### src/rtl/seq_mul_pkg.sv
// Shared types and helpers for the bit-serial shift-and-add multiplier.
// Optional feature macro: SEQ_MUL_EARLY_TERM_EN (early termination).
package seq_mul_pkg;

  typedef enum logic [1:0] {IDLE, RUN, DONE} state_t;

  // Iteration counter width for an N-bit operand: enough to hold 0..N.
  function automatic int cw_of(input int n);
    return $clog2(n + 1);
  endfunction

endpackage

### src/rtl/seq_mul_if.sv
// Operand/result bus between the operand registers and the multiplier.
interface seq_mul_if #(parameter int N = 8);
  logic           start;
  logic           signed_mode;
  logic [N-1:0]   a;
  logic [N-1:0]   b;
  logic           busy;
  logic           done;
  logic [2*N-1:0] product;

  modport master (output start, signed_mode, a, b, input busy, done, product);
  modport slave  (input start, signed_mode, a, b, output busy, done, product);
endinterface

### src/rtl/seq_mul_dp.sv
// Multiplier datapath: M/acc/Q registers, add/sub and the {acc,Q} shifter.
// With SEQ_MUL_EARLY_TERM_EN it also tracks the unprocessed multiplier bits
// and aligns a truncated result.
module seq_mul_dp
  import seq_mul_pkg::*;
#(
  parameter int N = 8
) (
  input  logic           clk,
  input  logic           reset,
  input  logic           load,
  input  logic           step,
  input  logic           last,
  input  logic           sgn,
  input  logic [N-1:0]   a,
  input  logic [N-1:0]   b,
`ifdef SEQ_MUL_EARLY_TERM_EN
  input  logic [cw_of(N)-1:0] cnt,
  output logic           rem_zero,
`endif
  output logic [2*N-1:0] res
);
  localparam int CW = cw_of(N);

  logic [N-1:0] m, q, q_n;
  logic [N:0]   acc, acc_n, ext, addend;
  logic [N+1:0] acc_x, add_x, sum;
  logic         sgn_r, sub, shin;

  // One add/subtract step followed by a one-bit right shift of {acc,Q}.
  always_comb begin
    ext    = sgn_r ? {m[N-1], m} : {1'b0, m};
    addend = q[0] ? ext : '0;
    // Last step of a signed multiply weights the multiplier MSB negatively.
    sub    = sgn_r & last & q[0];
    acc_x  = {sgn_r & acc[N], acc};
    add_x  = {sgn_r & addend[N], addend};
    sum    = sub ? (acc_x - add_x) : (acc_x + add_x);
    shin   = sgn_r ? sum[N] : sum[N+1];
    acc_n  = {shin, sum[N:1]};
    q_n    = {sum[0], q[N-1:1]};
  end

`ifdef SEQ_MUL_EARLY_TERM_EN
  logic [N-1:0]   r;
  logic [CW-1:0]  sh;
  logic [2*N:0]   wide, shr;

  // After this step the unprocessed bits are r[N-1:1]; align {acc,Q} by
  // the steps that will be skipped.
  always_comb begin
    rem_zero = ~|r[N-1:1];
    sh       = CW'(N - 1) - cnt;
    wide     = {acc_n, q_n};
    if (sgn_r) shr = $signed(wide) >>> sh;
    else       shr = wide >> sh;
    res      = shr[2*N-1:0];
  end

  // Shadow of the multiplier with zero fill, used only to detect early exit.
  always_ff @(posedge clk or posedge reset) begin
    if (reset)     r <= '0;
    else if (load) r <= b;
    else if (step) r <= r >> 1;
  end
`else
  // Full-length result after the final step.
  always_comb res = {acc_n[N-1:0], q_n};
`endif

  // Operand latch on accept, shift/accumulate on every RUN step.
  always_ff @(posedge clk or posedge reset) begin
    if (reset) begin
      m <= '0; q <= '0; acc <= '0; sgn_r <= 1'b0;
    end else if (load) begin
      m <= a; q <= b; acc <= '0; sgn_r <= sgn;
    end else if (step) begin
      q <= q_n; acc <= acc_n;
    end
  end

endmodule

### src/rtl/seq_mul_unit.sv
// Bit-serial shift-and-add multiplier: FSM, iteration counter, product/done.
// Optional feature macro: SEQ_MUL_EARLY_TERM_EN (stop once the remaining
// multiplier bits are all zero).
module seq_mul_unit
  import seq_mul_pkg::*;
#(
  parameter int N = 8
) (
  input  logic     clk,
  input  logic     reset,
  seq_mul_if.slave bus
);
  localparam int CW = cw_of(N);

  state_t         state, nxt;
  logic [CW-1:0]  cnt;
  logic [2*N-1:0] product, res;
  logic           load, step, last, cap, fin;

  assign last = (cnt == CW'(N - 1));

  seq_mul_dp #(.N(N)) u_dp (
    .clk      (clk),
    .reset    (reset),
    .load     (load),
    .step     (step),
    .last     (last),
    .sgn      (bus.signed_mode),
    .a        (bus.a),
    .b        (bus.b),
`ifdef SEQ_MUL_EARLY_TERM_EN
    .cnt      (cnt),
    .rem_zero (fin),
`endif
    .res      (res)
  );

`ifndef SEQ_MUL_EARLY_TERM_EN
  assign fin = 1'b0;
`endif

  // State register.
  always_ff @(posedge clk or posedge reset) begin
    if (reset) state <= IDLE;
    else       state <= nxt;
  end

  // Next state and datapath controls; start is only honoured in IDLE/DONE.
  always_comb begin
    nxt  = state;
    load = 1'b0;
    step = 1'b0;
    cap  = 1'b0;
    case (state)
      IDLE: if (bus.start) begin load = 1'b1; nxt = RUN; end
      RUN: begin
        step = 1'b1;
        if (last || fin) begin cap = 1'b1; nxt = DONE; end
      end
      DONE: begin
        if (bus.start) begin load = 1'b1; nxt = RUN; end
        else           nxt = IDLE;
      end
      default: nxt = IDLE;
    endcase
  end

  // Iteration counter: cleared on accept, advanced each RUN step.
  always_ff @(posedge clk or posedge reset) begin
    if (reset)     cnt <= '0;
    else if (load) cnt <= '0;
    else if (step) cnt <= cnt + 1'b1;
  end

  // Product is captured only on the edge that enters DONE.
  always_ff @(posedge clk or posedge reset) begin
    if (reset)    product <= '0;
    else if (cap) product <= res;
  end

  assign bus.busy    = (state == RUN);
  assign bus.done    = (state == DONE);
  assign bus.product = product;

endmodule

### src/flat_wrapper.sv
// flat-port wrapper written by rule: the top's interface ports become plain ports
module seq_mul_unit_flat import seq_mul_pkg::*;
#(
  parameter int N = 8
)
  (clk, reset, bus_start, bus_signed_mode, bus_a, bus_b, bus_busy, bus_done, bus_product);
  seq_mul_if #(.N(N)) bus_i ();
  input  logic clk;
  input  logic reset;
  input wire logic [$bits(bus_i.start)-1:0] bus_start;
  input wire logic [$bits(bus_i.signed_mode)-1:0] bus_signed_mode;
  input wire logic [$bits(bus_i.a)-1:0] bus_a;
  input wire logic [$bits(bus_i.b)-1:0] bus_b;
  output wire logic [$bits(bus_i.busy)-1:0] bus_busy;
  output wire logic [$bits(bus_i.done)-1:0] bus_done;
  output wire logic [$bits(bus_i.product)-1:0] bus_product;
  assign bus_i.start = bus_start;
  assign bus_i.signed_mode = bus_signed_mode;
  assign bus_i.a = bus_a;
  assign bus_i.b = bus_b;
  assign bus_busy = bus_i.busy;
  assign bus_done = bus_i.done;
  assign bus_product = bus_i.product;
  seq_mul_unit #(.N(N)) u_core (.clk(clk), .reset(reset), .bus(bus_i));
endmodule
### config.mk
export PLATFORM = sky130hd
export DESIGN_NAME = seq_mul_unit_flat
export DESIGN_NICKNAME = d
export VERILOG_FILES = /design/src/rtl/seq_mul_pkg.sv /design/src/rtl/seq_mul_if.sv /design/src/rtl/seq_mul_dp.sv /design/src/rtl/seq_mul_unit.sv /design/src/flat_wrapper.sv
export SDC_FILE = /design/constraint.sdc
export NUM_CORES = 1
export LEC_CHECK = 0
export ABC_AREA = 1
export BUFFER_PORTS_ARGS = -buffer_cell sky130_fd_sc_hd__buf_2
export CELL_PAD_IN_SITES_DETAIL_PLACEMENT = 0
export CELL_PAD_IN_SITES_GLOBAL_PLACEMENT = 1
export CORE_ASPECT_RATIO = 2
export CORE_MARGIN = 2
export CORE_UTILIZATION = 38
export CTS_CLUSTER_DIAMETER = 100
export CTS_CLUSTER_SIZE = 14
export DETAILED_ROUTE_END_ITERATION = 16
export PLACE_DENSITY = 0.77
export SLEW_MARGIN = 10
export SYNTH_ARGS = -nofsm -noshare
export SYNTH_HDL_FRONTEND = slang
export SYNTH_SLANG_ARGS = --single-unit
### constraint.sdc
create_clock -name clk -period 2.6 [get_ports clk]
set_input_delay 0.52 -clock clk [delete_from_list [all_inputs] [get_ports clk]]
set_output_delay 0.52 -clock clk [all_outputs]
set_load 0.02 [all_outputs]
==> flow_metrics.tcl <==
set metrics [dict create \
    status "finished, violations left" \
    violations "setup timing" \
    synth_area_leaders "dfrtp_1 (47%), nand2_1 (17%), inv_1 (5.5%)" \
    rsz0062_at_grt "yes" \
    antenna_found_initial 0 \
    async_reset_ff_frac 1.00 \
    grt_pass1_wl_mm 9.16 \
    vias_per_cell 4.60 \
    yosysTopAreaCell "dfrtp_1" \
    netlist.area_leader.share 0.472 \
    maxCapViolCount 0 \
    timing.fmax_mhz 382 \
    track_usage 0.167 \
    slew_headroom 0.594 \
    place_congestion 0.809 \
    die_w_um 61.8 \
    clk_path_buf_depth 2 \
    end_kind "flip-flop" \
    synth_nets 346 \
    syn_to_final_growth_pct 27.6 \
    timing.critical_path.fanout_max 5 \
    htree_num_levels 2 \
    fin_crit_sh 1.01 \
    grt_remaining_overflow 0 \
    yosysMostFrequentCell "nand2_1" \
    drt-pass1-iter-count 4 \
    die_height_um 120 \
    dp_hpwl_mm 4.26 \
    die-area_um2 7400 \
    synth_edf_count 0 \
    cts_buffers 5 \
    fin_ws_ns -0.0153 \
    rows 42 \
    core-area_um2 6570 \
    yosys_warnings 0 \
    drtAntennaViolNets 0 \
    ys_types 33 \
    routed_wl_mm 5.68 \
    avgRoutedWirePerCell_um 12.4 \
    fin_cells 460 \
    clock_skew_ns 0.00522 \
    crit_type "reg2reg" \
    yosys_register_bits 48 \
    hold_viol 0 \
    maxSlewViolCount 0 \
    vias 2117 \
    grt_pass1_vias 2026 \
    drive_gt1_frac 0.272 \
    syn-cell-area_um2 2540 \
    fin_tns_setup_ns -0.0153 \
    finalSetupViolations 1 \
    syn_area_per_cell_um2 8.10 \
    antenna_cells 0 \
    syn_inst 314 \
    cts_root_buf "clkbuf_16" \
    clk_pin_slew_ns 0.06 \
    start_util 0.387 \
    worstPathArrival_ns 2.80 \
    drt_iter0_drc 67 \
    place_area_um2 2900 \
    cts_tree "done" \
    synthFlopType "dfrtp_1" \
    pin_count 38 \
    tightest_slew_ns 0.609 \
    final_area_um2 3240 \
    place_inst 444 \
    hold_buffers 0 \
    final_nets 403 \
    ys_seq_area_frac 0.472 \
    min_period_ns 2.62 \
    grt_max_degree 49 \
    drc 0 \
    cts.sinks 48 \
    yosys-top-cells-count "nand2_1 (112), dfrtp_1 (48), inv_1 (37), o21ai_0 (19), nand3_1 (13)" \
    insertion_delay_ns 0.30 \
    final_util 0.494 \
    hold_class "in2async" \
    cp-start-kind "flip-flop" \
    critPathRequiredTime_ns 2.79 \
    io_buffers 37 \
]
-- flip-flops by register name, indices dropped and copies added (netlist names) --
| name | flops |
|---|---|
| u_core.bus.product | 16 |
| u_core.u_dp.sgn_r | 1 |
| u_core.state | 2 |
| u_core.cnt | 4 |
| u_core.u_dp.q | 8 |
| u_core.u_dp.m | 8 |
| u_core.u_dp.acc | 9 |
-- timing repair --
item / in CTS / in global routing
setup buffers: 4 / 4
pin swaps: 8 / 14
gates resized for setup: 8 / 19
endpoints found under the setup margin: 5 / 13
-- final timing paths --
kind                                                         start  cells past startpoint                                  to  slack, ns
worst min register to register  u_core.bus.product[12]$_DFFE_PP0P_                      2  u_core.bus.product[12]$_DFFE_PP0P_       0.47
worst max register to register           u_core.cnt[0]$_DFFE_PP0P_                     18      u_core.u_dp.acc[8]$_DFFE_PP0P_      -0.02
max in group asynchronous                                    reset                      3        u_core.u_dp.q[6]$_DFFE_PP0P_       1.81
worst min-delay path                                         reset                      3  u_core.bus.product[14]$_DFFE_PP0P_       0.37
min in group clk                                          bus_a[3]                      3        u_core.u_dp.m[3]$_DFFE_PP0P_       0.42
worst max-delay path                     u_core.cnt[0]$_DFFE_PP0P_                     18      u_core.u_dp.acc[8]$_DFFE_PP0P_      -0.02
-- critical path, stage by stage, from the launching register on --
cell and delay [ns]:
dfrtp_1 0.37, ha_2 0.22, nand2_4 0.06, nor2_4 0.11
inv_2 0.05, nor3_4 0.17, inv_2 0.09, buf_6 0.13
a21oi_2 0.13, xor2_1 0.20, ha_1 0.31, inv_1 0.09
o21bai_1 0.08, a21oi_2 0.13, nand3b_1 0.13, nand3_2 0.09
nand2_1 0.05, nand2_1 0.05, nand2_1 0.04
-- placed cells by master (no fill, tap or decap), drive strengths merged --
cell and count:
nand2 114, buf 58, dfrtp 48, inv 41, o21ai 21, nand3 13
nor2 13, a21oi 12, ha 11, o221ai 8, xor2 5, clkbuf 5
xnor2 5, o22ai 3, clkinv 3, nand3b 2, nor3 2, a31oi 1
a21o 1, or2 1, o21bai 1, o21a 1, a21boi 1, fa 1
bufinv 1
-- per-stage QoR --
stage / hold WS [ns] / setup slack (ns)
floorplan: 0.449 / 0.0598
global placement: 0.458 / -0.0650
detailed placement: 0.463 / -0.0516
CTS: 0.399 / -0.0763
global route: 0.426 / -0.255
finish: 0.375 / -0.0153
-- metal layers --
layer  GRT usage  part of all wire
met3      0.0269             0.025
met2       0.303              0.56
met4      0.0705             0.021
met1       0.177              0.39
met5           0                 0
-- kinds of logic (layout without fill, tap and decap cells) --
group | count (synthesis) | in the layout | share of synthesized area
adders and majority gates | 12 | 12 | 0.0620
AOI/OAI and AO/OA | 49 | 49 | 0.116
DFF | 48 | 48 | 0.472
and+or+nand+nor | 145 | 145 | 0.239
buffers and inverters | 50 | 108 | 0.0768
xor gates and xnor gates | 10 | 10 | 0.0344
-- final cells by class --
type,instances,area [um^2]
multi-input combinational,216,1250
tap,88,110
timing repair buffer,58,347
clock inverter,3,47.5
inverter,42,158
fill,665,3330
sequential,48,1200
clock buffer,5,125
Power is left out: the tool's default activity adds up to more than one toggle a clock period on the data nets, which glitch-free logic cannot reach.
